File: config.mk
export PLATFORM = sky130hd
export DESIGN_NAME = wrr_fifo_arbiter
export DESIGN_NICKNAME = d
export VERILOG_FILES = /design/src/rtl/wrr_arb_pkg.sv /design/src/rtl/rr_prio_encoder.sv /design/src/rtl/wrr_fifo_arbiter.sv
export SDC_FILE = /design/constraint.sdc
export NUM_CORES = 1
export LEC_CHECK = 0
export CORE_AREA = 2 2 110 112
export CTS_CLUSTER_SIZE = 10
export DETAILED_ROUTE_END_ITERATION = 12
export DIE_AREA = 0 0 112 114
export PLACE_DENSITY_LB_ADDON = 0.1
export SLEW_MARGIN = 20
export SYNTH_ARGS = -nofsm -noshare
export SYNTH_HDL_FRONTEND = slang
export SYNTH_SLANG_ARGS = --single-unit
export TNS_END_PERCENT = 10
File: constraint.sdc
create_clock -name BUS_CLK -period 3.3 [get_ports BUS_CLK]
set_input_delay 0.33 -clock BUS_CLK [delete_from_list [all_inputs] [get_ports BUS_CLK]]
set_output_delay 0.33 -clock BUS_CLK [all_outputs]
set_load 0.005 [all_outputs]
File: src/rtl/wrr_arb_pkg.sv
// Shared types for the weighted round-robin FIFO write-port arbiter.
// State encoding and the widest source count the 4-bit index supports.
package wrr_arb_pkg;

  typedef enum logic {
    ARB   = 1'b0,
    GRANT = 1'b1
  } state_t;

  localparam int MAX_WIDTH = 16;
  localparam int IDX_BITS  = $clog2(MAX_WIDTH);

endpackage

File: src/rtl/rr_prio_encoder.sv
// Rotating-priority first-one finder: returns the first set bit of
// eligible at or after start, wrapping past WIDTH-1 back to 0.
module rr_prio_encoder
  import wrr_arb_pkg::*;
#(
  parameter int WIDTH = 6
) (
  input  logic [WIDTH-1:0]    eligible,
  input  logic [IDX_BITS-1:0] start,
  output logic [IDX_BITS-1:0] index,
  output logic                found
);

  logic [2*WIDTH-1:0] dbl;
  logic [2*WIDTH-1:0] rot;
  logic [IDX_BITS:0]  sum;

  assign dbl = {eligible, eligible};
  assign rot = dbl >> start;

  // Lowest rotated offset wins; map it back to an absolute index.
  always_comb begin
    found = 1'b0;
    sum   = '0;
    index = '0;
    for (int k = WIDTH - 1; k >= 0; k--) begin
      if (rot[k]) begin
        sum   = {1'b0, start} + (IDX_BITS + 1)'(k);
        found = 1'b1;
      end
    end
    if (sum >= (IDX_BITS + 1)'(WIDTH))
      index = IDX_BITS'(sum - (IDX_BITS + 1)'(WIDTH));
    else
      index = sum[IDX_BITS-1:0];
  end

endmodule

File: src/rtl/wrr_fifo_arbiter.sv
// Weighted round-robin arbiter sharing the SRAM FIFO write port
// between source FIFOs, with hold requests and downstream backpressure.
module wrr_fifo_arbiter
  import wrr_arb_pkg::*;
#(
  parameter int WIDTH       = 6,
  parameter int WEIGHT_BITS = 4
) (
  input  logic                     BUS_CLK,
  input  logic                     BUS_RST,
  input  logic [WIDTH-1:0]         ENABLE,
  input  logic [WIDTH*WEIGHT_BITS-1:0] WEIGHT,
  input  logic [WIDTH-1:0]         WRITE_REQ,
  input  logic [WIDTH-1:0]         HOLD_REQ,
  input  logic [WIDTH*32-1:0]      DATA_IN,
  input  logic                     READY_IN,
  output logic [WIDTH-1:0]         READ_GRANT,
  output logic                     WRITE_OUT,
  output logic [31:0]              DATA_OUT,
  output logic [IDX_BITS-1:0]      GRANT_ID,
  output logic                     BUSY
);

  localparam logic [IDX_BITS-1:0] LAST = IDX_BITS'(WIDTH - 1);

  state_t                 state;
  logic [IDX_BITS-1:0]    ptr;
  logic [IDX_BITS-1:0]    start;
  logic [IDX_BITS-1:0]    pick;
  logic                   found;
  logic [WEIGHT_BITS-1:0] cnt;
  logic [WIDTH-1:0]       eligible;

  logic                   req_c;
  logic                   hold_c;
  logic                   en_c;
  logic [WEIGHT_BITS-1:0] w_c;
  logic [31:0]            d_c;
  logic [WIDTH-1:0]       onehot;
  logic                   strobe;
  logic                   release_c;

  assign eligible = WRITE_REQ & ENABLE;
  assign start    = (ptr == LAST) ? '0 : ptr + 1'b1;

  rr_prio_encoder #(
    .WIDTH (WIDTH)
  ) u_enc (
    .eligible (eligible),
    .start    (start),
    .index    (pick),
    .found    (found)
  );

  // Pull out the granted source's request, hold, enable, weight, data.
  always_comb begin
    req_c  = 1'b0;
    hold_c = 1'b0;
    en_c   = 1'b0;
    w_c    = '0;
    d_c    = '0;
    onehot = '0;
    for (int i = 0; i < WIDTH; i++) begin
      if (GRANT_ID == IDX_BITS'(i)) begin
        req_c     = WRITE_REQ[i];
        hold_c    = HOLD_REQ[i];
        en_c      = ENABLE[i];
        w_c       = WEIGHT[i*WEIGHT_BITS +: WEIGHT_BITS];
        d_c       = DATA_IN[i*32 +: 32];
        onehot[i] = 1'b1;
      end
    end
  end

  assign strobe     = (state == GRANT) & req_c & READY_IN;
  assign READ_GRANT = strobe ? onehot : '0;
  assign BUSY       = (state == GRANT);

  // Burst ends on its last word, or when the source empties or is
  // disabled; an active hold overrides all three.
  assign release_c = ~hold_c &
                     ((strobe & (cnt == w_c)) | ~req_c | ~en_c);

  // Arbitration, burst counting and the registered write side.
  always_ff @(posedge BUS_CLK or posedge BUS_RST) begin
    if (BUS_RST) begin
      state     <= ARB;
      ptr       <= '0;
      cnt       <= '0;
      GRANT_ID  <= '0;
      WRITE_OUT <= 1'b0;
      DATA_OUT  <= '0;
    end else begin
      case (state)
        ARB: begin
          WRITE_OUT <= 1'b0;
          if (found) begin
            GRANT_ID <= pick;
            cnt      <= '0;
            state    <= GRANT;
          end
        end
        GRANT: begin
          WRITE_OUT <= strobe;
          if (strobe) begin
            DATA_OUT <= d_c;
            if (cnt != '1)
              cnt <= cnt + 1'b1;
          end
          if (release_c) begin
            ptr   <= GRANT_ID;
            state <= ARB;
          end
        end
        default: state <= ARB;
      endcase
    end
  end

endmodule

==> results of run 1 <==
[state kept, by name, summed over array words and instances (netlist names)]
| register | flops |
|---|---|
| GRANT_ID | 4 |
| BUSY | 1 |
| WRITE_OUT | 1 |
| ptr | 4 |
| DATA_OUT | 32 |
| cnt | 4 |
[cells by family after synthesis]
group	count (synthesis)	share of synthesized area [%]
AOI/OAI and AO/OA	224	38.39
xor gates and xnor gates	10	2.248
adders and majority gates	7	2.070
buffers and inverters	52	5.472
DFF	46	27.21
muxes	27	6.832
and+or+nand+nor	157	17.78
[cell type report]
cell class	count	area, um2	share of cell area (%)
inverter	10	41.29	0.5424
tap	147	183.9	2.416
multi-input combinational	426	2914	38.28
clock inverter	1	30.03	0.3945
timing repair buffer	326	3148	41.35
sequential	46	1156	15.19
clock buffer	6	138.9	1.824
[critical path, cell delays in order (launching register included)]
cell and delay [ns]:
dfrtp_2 0.46, buf_4 0.19, buf_4 0.17, nand3_1 0.07, o21ai_1 0.16, mux2_1 0.39
a22oi_1 0.30, a311o_1 0.23, a31oi_1 0.11, o22a_1 0.24, or4_1 0.53, a31oi_1 0.19
[per-layer routing]
metal	routed length (um)	GRT usage, %
met4	877	12.93
met3	1970	8.874
met5	0	0
met2	10260	54.06
met1	8142	37.60
[repair_timing]
| item | CTS | global route |
|---|---|---|
| hold endpoints to repair | 0 | 0 |
| resized for setup | 0 | 13 |
| endpoints found under the setup margin | 0 | 6 |
[power by group]
group | leakage [nW] | internal, W | switching, W
clock network | 0.0829 | 0.000374 | 0.000203
logic | 2.27 | 0.00249 | 0.00274
registers | 0.541 | 0.000851 | 0.000264
total | 2.89 | 0.00371 | 0.00321
[cells in the mapped netlist (all sizes together) (4+ instances only)]
master	instances
inv	10
o211ai	4
nor2	63
nand3	17
mux2i	12
nor3	7
o21ai	33
a22o	24
o22ai	18
nor2b	7
nor4	4
nand4	4
dfrtp	46
buf	8
xnor2	8
clkbuf	34
a22oi	31
a221oi	34
and2	5
a31oi	33
nand3b	4
mux2	15
a21oi	21
nand2b	8
nand2	28
ha	7
[per-stage QoR]
| step | util [%] | cell area [um2] | setup WS (ns) | setup TNS [ns] |
|---|---|---|---|---|
| 6_report | 65.00 | 7612 | 0.1879 | 0 |
| 4_1_cts | 64.58 | 7564 | 0.005068 | 0 |
| 3_5_place_dp | 63.14 | 7395 | 0.07938 | 0 |
| 3_3_place_gp | 63.14 | 7395 | 0.1955 | 0 |
| 2_1_floorplan | - | 4230 | 0.3906 | 0 |
| 5_1_grt | 65.00 | 7612 | -0.007580 | -0.007580 |
[path summary, 6_finish.rpt]
path	start	end	slack [ns]
worst max-delay path	ptr[0]$_DFFE_PP0P_	GRANT_ID[1]$_DFFE_PP0P_	0.19
worst min-delay path	BUS_RST	DATA_OUT[17]$_DFFE_PP0P_	0.49
worst max register to register	ptr[0]$_DFFE_PP0P_	GRANT_ID[1]$_DFFE_PP0P_	0.19
worst min register to register	DATA_OUT[17]$_DFFE_PP0P_	DATA_OUT[17]$_DFFE_PP0P_	0.53
max in group asynchronous	BUS_RST	GRANT_ID[1]$_DFFE_PP0P_	2.25
min in group BUS_CLK	DATA_OUT[17]$_DFFE_PP0P_	DATA_OUT[17]$_DFFE_PP0P_	0.53
==> summary.md, run 1 <==
| Metric | Value |
|---|---|
| Max Cap Violations | `0` |
| Initial antenna violation count | `0` |
| Mapped Nets | `767` |
| Dominant cell type by area after synthesis | `dfrtp_1` |
| Main synth FF type | `dfrtp_1` |
| CTS Root Cell | `clkbuf_16` |
| Worst hold margin | `0.4944 ns` |
| WP data required | `3.50 ns` |
| Achievable Freq | `321.3 MHz` |
| Worst hold path class | `input pin to asynchronous set/reset pin` |
| Final setup viols | `0` |
| All-layer global routing usage | `31.59%` |
| Vias in the first global route | `5627` |
| Total CTS buffers | `5` |
| Via count | `5653` |
| Worst-Margin Slew | `0.8287 ns` |
| Vias per cell | `5.876` |
| Residual DRC count | `0` |
| CTS Buffer Depth | `2` |
| N_diodes | `0` |
| Crit share post-route | `94.30%` |
| Worst skew pair latency | `0.28 ns` |
| Worst Path Max Fanout | `9` |
| Placer Congestion | `0.9349` |
| DIE AREA | `12770 um2` |
| Layout Skew | `0.004698 ns` |
| Flop and latch count out of synthesis | `46` |
| Post-synth EDFFs | `0` |
| Fin cells | `962` |
| Hpwl dp | `17.36 mm` |
| Placed cells | `954` |
| Rel. slew slack | `44.69%` |
| Most common cell after layout, fill and taps aside | `clkdlybuf4s50_1` |
| Post-CTS Hold Fix Bufs | `0` |
| H-tree depth | `2` |
| R2R cell count | `11` |
| Top cell type's share of synthesized area | `27.21%` |
| Initial DRC count | `404` |
| Setup crit start kind | `flip-flop` |
| Seq/Total Area, Yosys | `27.21%` |
| Initial Util | `36.12%` |
| Grt ovf | `0` |
| Placement Rows | `40` |
| Ys async rst share | `100.0%` |
| PwrDens | `909.6 nW/um2` |
| Final Critical Period | `3.112 ns` |
| Post-synth cell types | `68` |
| Critical path type | `flip-flop to flip-flop` |
| Layout Nets | `1059` |
| First-pass GRT wire length | `31.21 mm` |
| Static Leakage | `2.890 nW` |
| CTS sink cnt | `46` |
| Fillers | `1005` |
| Avg Inst Size Synth | `8.089 um2` |
| Synth Instances | `523` |
| Worst vdd ir | `385.1 uV` |
| Largest net degree at the start of global routing | `57` |
| Setup Fix Bufs, Post-CTS | `0` |
| Status | `complete, no violations` |
| Clk pin slew, worst setup/hold paths | `0.06 ns` |
| CTS tree | `done` |
| Arrival @ worst endpoint | `3.31 ns` |
| Commonest cells after routing, fill and taps aside | `280 x clkdlybuf4s50_1, 59 x nor2_1, 46 x buf_4, 42 x dfrtp_1, 34 x a221oi_1` |
| Unrepaired setup endpoints after global routing | `true` |
| Layout cells sized above 1 | `11.90%` |
| Design Power | `0.006924 W` |
| Crit. End Element | `flip-flop` |
| Layout area overhead | `79.95%` |
| Drt wl/cell | `22.09 um` |
| Slew Limit Fails | `0` |
| Pre-Repair DR Iteration Count | `5` |
| Fin. Hold Viols | `0` |
| Die Height | `114 um` |
| Post-synthesis instance area | `4230 um2` |
| Core area | `11710 um2` |
| Io pins | `281` |
| Synth Warn # | `0` |
| Routed Antenna Nets | `0` |
| Detailed Route WL | `21.25 mm` |
| I/O Buffers | `280` |
| Die X-Extent | `112 um` |
| Synth top area cells | `dfrtp_1 27%, a221oi_1 7.0%, a22oi_1 5.5%` |
No activity file was read; power rests on OpenSTA's default activity.
==> run 2, diff against run 1 <==
Settings changed: GPL_TIMING_DRIVEN set to 0, SLEW_MARGIN 20 to not set, TNS_END_PERCENT 10 to not set.
==> run 2 against run 1 <==
Against the previous run: die area is the same; first-iteration DRC count grew 20%; final area shrank 0.36%; worst setup slack lost 0.10 ns; wire length grew 1.3%; flip-flop and latch count is the same; largest power group unchanged; count of clock-buffer cells in the layout shrank 1.
==> summary.md, run 2 (synthesis results as in run 1) <==
| Metric | Value |
|---|---|
| WP data required | `2.97 ns` |
| Slowest stage cell, crit path | `clkdlybuf4s50_1` |
| Slew Limit Fails | `0` |
| CTS Root Cell | `clkbuf_16` |
| Layout area overhead | `79.30%` |
| Fin. Hold Viols | `0` |
| Most flop-heavy register | `DATA_OUT` |
| I/O Buffers | `280` |
| CTS Buffer Depth | `2` |
| Detailed Route WL | `21.53 mm` |
| Setup TNS | `0 ns` |
| Worst skew pair latency | `0.30 ns` |
| H-tree depth | `2` |
| Initial antenna violation count | `0` |
| Routed Antenna Nets | `0` |
| Initial Util | `36.12%` |
| Pre-Repair DR Iteration Count | `6` |
| Drt wl/cell | `22.29 um` |
| Layout Nets | `1061` |
| Clk pin slew, worst setup/hold paths | `0.08 ns` |
| Initial DRC count | `485` |
| Commonest cells after routing, fill and taps aside | `280 x clkdlybuf4s50_1, 60 x nor2_1, 43 x dfrtp_1, 34 x a221oi_1, 32 x a31oi_1` |
| Die X-Extent | `112 um` |
| Io pins | `281` |
| Vias per cell | `6.002` |
| Layout Skew | `0.01321 ns` |
| CTS tree | `done` |
| Max reg flops | `32` |
| Layout cells sized above 1 | `9.413%` |
| Achievable Freq | `310.8 MHz` |
| CTS sink cnt | `46` |
| Top delay family on crit path | `buffers and inverters` |
| PwrDens | `900.1 nW/um2` |
| Largest net degree at the start of global routing | `27` |
| Design area | `7585 um2` |
| Via count | `5798` |
| Arrival @ worst endpoint | `2.89 ns` |
| Die Height | `114 um` |
| Crit-path max cell delay | `0.50 ns` |
| Setup crit start kind | `flip-flop` |
| All-layer global routing usage | `31.84%` |
| CP Buf/Inv Count | `4` |
| Placer Congestion | `0.8925` |
| Residual DRC count | `0` |
| Grt ovf | `0` |
| Max Cap Violations | `0` |
| Worst Path Max Fanout | `10` |
| Final Critical Period | `3.217 ns` |
| Rel. slew slack | `58.14%` |
| Crit. End Element | `primary output` |
| Critical path type | `flip-flop to primary output` |
| Static Leakage | `2.822 nW` |
| DIE AREA | `12770 um2` |
| First-pass GRT wire length | `31.63 mm` |
| Placement Rows | `40` |
| Final setup viols | `0` |
| Total CTS buffers | `5` |
| Placed Area | `7251 um2` |
| Hpwl dp | `17.47 mm` |
| Status | `complete, no violations` |
| Crit path cell chain | `clkbuf_8 -> mux2i_1 -> o21ai_2 -> a221o_1 -> nand3_2 -> inv_2 -> clkbuf_2 -> and2_1 -> clkdlybuf4s50_1` |
| Worst hold path class | `input pin to asynchronous set/reset pin` |
| Crit share post-route | `97.49%` |
| Most common cell after layout, fill and taps aside | `clkdlybuf4s50_1` |
| Worst vdd ir | `395.8 uV` |
| Core area | `11710 um2` |
| Vias in the first global route | `5634` |
| Worst-Margin Slew | `0.6279 ns` |
run 2: path summary, 6_finish.rpt:
check	start	endpoint	slack, ns	cells after the start
worst max register to register	ptr[3]$_DFFE_PP0P_	GRANT_ID[0]$_DFFE_PP0P_	0.12	10
max in group asynchronous	BUS_RST	GRANT_ID[2]$_DFFE_PP0P_	2.38	3
worst min register to register	DATA_OUT[13]$_DFFE_PP0P_	DATA_OUT[13]$_DFFE_PP0P_	0.53	2
min in group BUS_CLK	DATA_OUT[13]$_DFFE_PP0P_	DATA_OUT[13]$_DFFE_PP0P_	0.53	2
worst max-delay path	GRANT_ID[1]$_DFFE_PP0P_	READ_GRANT[4]	0.08	9
worst min-delay path	BUS_RST	DATA_OUT[17]$_DFFE_PP0P_	0.38	2
run 2: report_power, final:
part	total (W)	internal [W]	switching, W	leakage (nW)
combinational	0.00512	0.00237	0.00275	2.20
clock	0.000602	0.000360	0.000242	0.0842
sequential	0.00111	0.000849	0.000258	0.542
run 2: repair_timing:
| action | 4_1_cts | 5_1_grt |
|---|---|---|
| hold buffers | 0 | 0 |
| resized for setup | 16 | 19 |
| endpoints found under the setup margin | 11 | 15 |
| setup buffers | 0 | 7 |
run 2: layer usage:
layer  part of all wire (%)  wire length [um]  track usage, %
met1                     39              8460           40.22
met2                     47             10140           52.97
met3                     10              2236           9.033
met4                    3.2               694           10.33
met5                      0                 0               0
run 2: layout make-up:
| type | count | area [um2] |
|---|---|---|
| Fill cell | 1022 | 4126 |
| Multi-Input combinational cell | 425 | 2949 |
| Timing Repair Buffer | 289 | 2883 |
| Sequential cell | 46 | 1155 |
| Buffer | 40 | 205.2 |
| Tap cell | 147 | 183.9 |
| Clock buffer | 5 | 125.1 |
| Clock inverter | 3 | 43.79 |
| Inverter | 10 | 37.54 |
| Antenna cell | 1 | 2.502 |
run 2: through the flow:
| step | cells | hold WS [ns] | worst slack, ns | utilization [%] | total power (W) |
|---|---|---|---|---|---|
| after floorplan | 523 | 0.5166 | 0.3906 | - | 0.004131 |
| after global placement | 950 | 0.5105 | -0.7138 | 61.62 | 0.005811 |
| after detailed placement | 952 | 0.5203 | -0.4896 | 61.91 | 0.005909 |
| after CTS | 959 | 0.3969 | 0.0009754 | 63.71 | 0.006569 |
| after global routing | 965 | 0.4326 | -0.006562 | 64.74 | 0.007287 |
| final | 966 | 0.3799 | 0.08297 | 64.77 | 0.006827 |
==> run 3, diff against run 2 <==
Settings changed: CORE_AREA 2 2 110 112 to 2 2 109 111, DIE_AREA 0 0 112 114 to 0 0 111 113.
Clock period 3.3 ns to 4.1 ns, I/O delays scaled along.
==> run 3 against run 2 <==
Against the previous run: power decreased by 21%; worst hold slack improved by 0.038 ns; register-to-register slack improved by 0.46 ns; clock power decreased by 19%; wire length increased by 0.43%; non-clock buffer count decreased by 4; count of clock-buffer cells in the layout unchanged; final area decreased by 2.1%; global-route usage increased by 1.3 points; die area decreased by 1.8%.
==> summary.md, run 3 (synthesis results as in run 1) <==
| Metric | Value |
|---|---|
| Most common cell after layout, fill and taps aside | `clkdlybuf4s50_1` |
| Rel. slew slack | `18.31%` |
| Worst skew pair latency | `0.30 ns` |
| Most flop-heavy register | `DATA_OUT` |
| RR Endpoint | `ptr[2]$_DFFE_PP0P_` |
| DIE AREA | `12540 um2` |
| Initial antenna violation count | `1` |
| Arrival @ worst endpoint | `3.32 ns` |
| Design Power | `0.005371 W` |
| Worst vdd ir | `289.9 uV` |
| Final setup viols | `0` |
| Max reg flops | `32` |
| Commonest cells after routing, fill and taps aside | `280 x clkdlybuf4s50_1, 62 x nor2_1, 46 x dfrtp_1, 34 x a221oi_1, 33 x clkbuf_1` |
| Layout area overhead | `75.60%` |
| CTS tree | `done` |
| PostCTS Resize Cnt | `0` |
| Vias per cell | `6.061` |
| Die Height | `113 um` |
| Worst-Margin Slew | `1.216 ns` |
| First-pass GRT wire length | `32.23 mm` |
| Setup TNS | `0 ns` |
| Setup Fix Bufs, Post-CTS | `0` |
| Fin. Hold Viols | `0` |
| Clk pin slew, worst setup/hold paths | `0.07 ns` |
| Largest net degree at the start of global routing | `34` |
| Vias in the first global route | `5675` |
| Placement Rows | `39` |
| Max Cap Violations | `0` |
| PwrDens | `723.1 nW/um2` |
| Worst hold margin | `0.4183 ns` |
| Setup crit start kind | `flip-flop` |
| WP data required | `3.69 ns` |
| Via count | `5800` |
| Post-CTS Hold Fix Bufs | `0` |
| Total CTS buffers | `5` |
| CTS Buffer Depth | `2` |
| Reg-to-reg startpoint | `GRANT_ID[0]$_DFFE_PP0P_` |
| Routed Antenna Nets | `0` |
| Die X-Extent | `111 um` |
| Status | `complete, no violations` |
| N_diodes | `0` |
| Layout cells sized above 1 | `6.143%` |
| Crit. End Element | `primary output` |
| Worst setup path startpoint | `GRANT_ID[2]$_DFFE_PP0P_` |
| Pre-Repair DR Iteration Count | `5` |
| All-layer global routing usage | `33.09%` |
| Io pins | `281` |
| Initial Util | `37.53%` |
| Grt ovf | `0` |
| Worst hold path class | `input pin to asynchronous set/reset pin` |
| Slew Limit Fails | `0` |
| R2R setup slack | `0.58 ns` |
| Core area | `11270 um2` |
| Worst Path Max Fanout | `10` |
| Placer Congestion | `0.9345` |
| Crit share post-route | `90.95%` |
| Critical path type | `flip-flop to primary output` |
| Initial DRC count | `477` |
| Detailed Route WL | `21.63 mm` |
| Achievable Freq | `268.2 MHz` |
| Layout Nets | `1057` |
| Critical Path End | `READ_GRANT[0]` |
| Hpwl dp | `17.63 mm` |
| Unrepaired setup endpoints after global routing | `false` |
| R2R cell count | `9` |
| Drt wl/cell | `22.60 um` |
| Final Critical Period | `3.729 ns` |
| Layout Skew | `0.006796 ns` |
| CTS Root Cell | `clkbuf_16` |
| Residual DRC count | `0` |
| I/O Buffers | `280` |
| Static Leakage | `2.762 nW` |
| H-tree depth | `2` |
| CTS sink cnt | `46` |
[run 3: cell types whose count changed in the layout (fill, tap and decap cells not counted), sizes merged]
cell    delta
diode      -1
buf        -7
clkbuf     +3
[run 3: worst min-delay path by stage]
stage / startpoint / end / slack, ns / cells past startpoint
4_1_cts: BUS_RST / DATA_OUT[25]$_DFFE_PP0P_ / 0.42 / 2
3_5_place_dp: DATA_OUT[24]$_DFFE_PP0P_ / DATA_OUT[24]$_DFFE_PP0P_ / 0.53 / 2
2_1_floorplan: cnt[2]$_DFFE_PP0P_ / cnt[2]$_DFFE_PP0P_ / 0.52 / 1
3_3_place_gp: DATA_OUT[17]$_DFFE_PP0P_ / DATA_OUT[17]$_DFFE_PP0P_ / 0.51 / 2
5_1_grt: BUS_RST / DATA_OUT[25]$_DFFE_PP0P_ / 0.43 / 2
6_report: BUS_RST / DATA_OUT[25]$_DFFE_PP0P_ / 0.42 / 2
[run 3: per-layer routing]
metal / GRT usage (%) / wire length [um] / up-vias
li1: - / - / 2639
met1: 39.57 / 8504 / 2750
met2: 57.06 / 10360 / 352
met3: 7.874 / 1841 / 57
met4: 14.42 / 913 / 2
met5: 0 / 10 / -
[run 3: per-stage QoR]
step,util [%],cell area [um2],worst slack (ns),cells
after floorplan,-,4230,1.191,523
after global placement,63.98,7212,0.007201,946
after detailed placement,64.28,7246,0.1553,948
after CTS,65.78,7415,0.1505,956
after global routing,65.90,7428,0.1294,957
final,65.90,7428,0.3712,957
[run 3: critical path, cell delays in order, from the launching register on]
cell	delay, ns
dfrtp_1	0.34
clkbuf_1	0.41
nand2b_1	0.17
nor3_2	0.30
a221o_1	0.28
nand3_1	0.16
inv_2	0.19
clkbuf_1	0.44
and2_1	0.21
clkdlybuf4s50_1	0.52
[run 3: cell type report]
| class | instances | area [um2] |
|---|---|---|
| sequential | 46 | 1151 |
| fill | 948 | 3844 |
| multi-input combinational | 425 | 2859 |
| timing repair buffer | 283 | 2838 |
| clock buffer | 5 | 125.1 |
| buffer | 42 | 195.2 |
| clock inverter | 3 | 43.79 |
| inverter | 10 | 37.54 |
| tap | 143 | 178.9 |
[run 3: report_power, final]
part / total (W) / leakage (nW) / internal, W / switching, W
clock network: 0.000485 / 0.0842 / 0.000289 / 0.000195
registers: 0.000844 / 0.546 / 0.000680 / 0.000164
logic: 0.00404 / 2.13 / 0.00181 / 0.00223
total: 0.00537 / 2.76 / 0.00278 / 0.00259
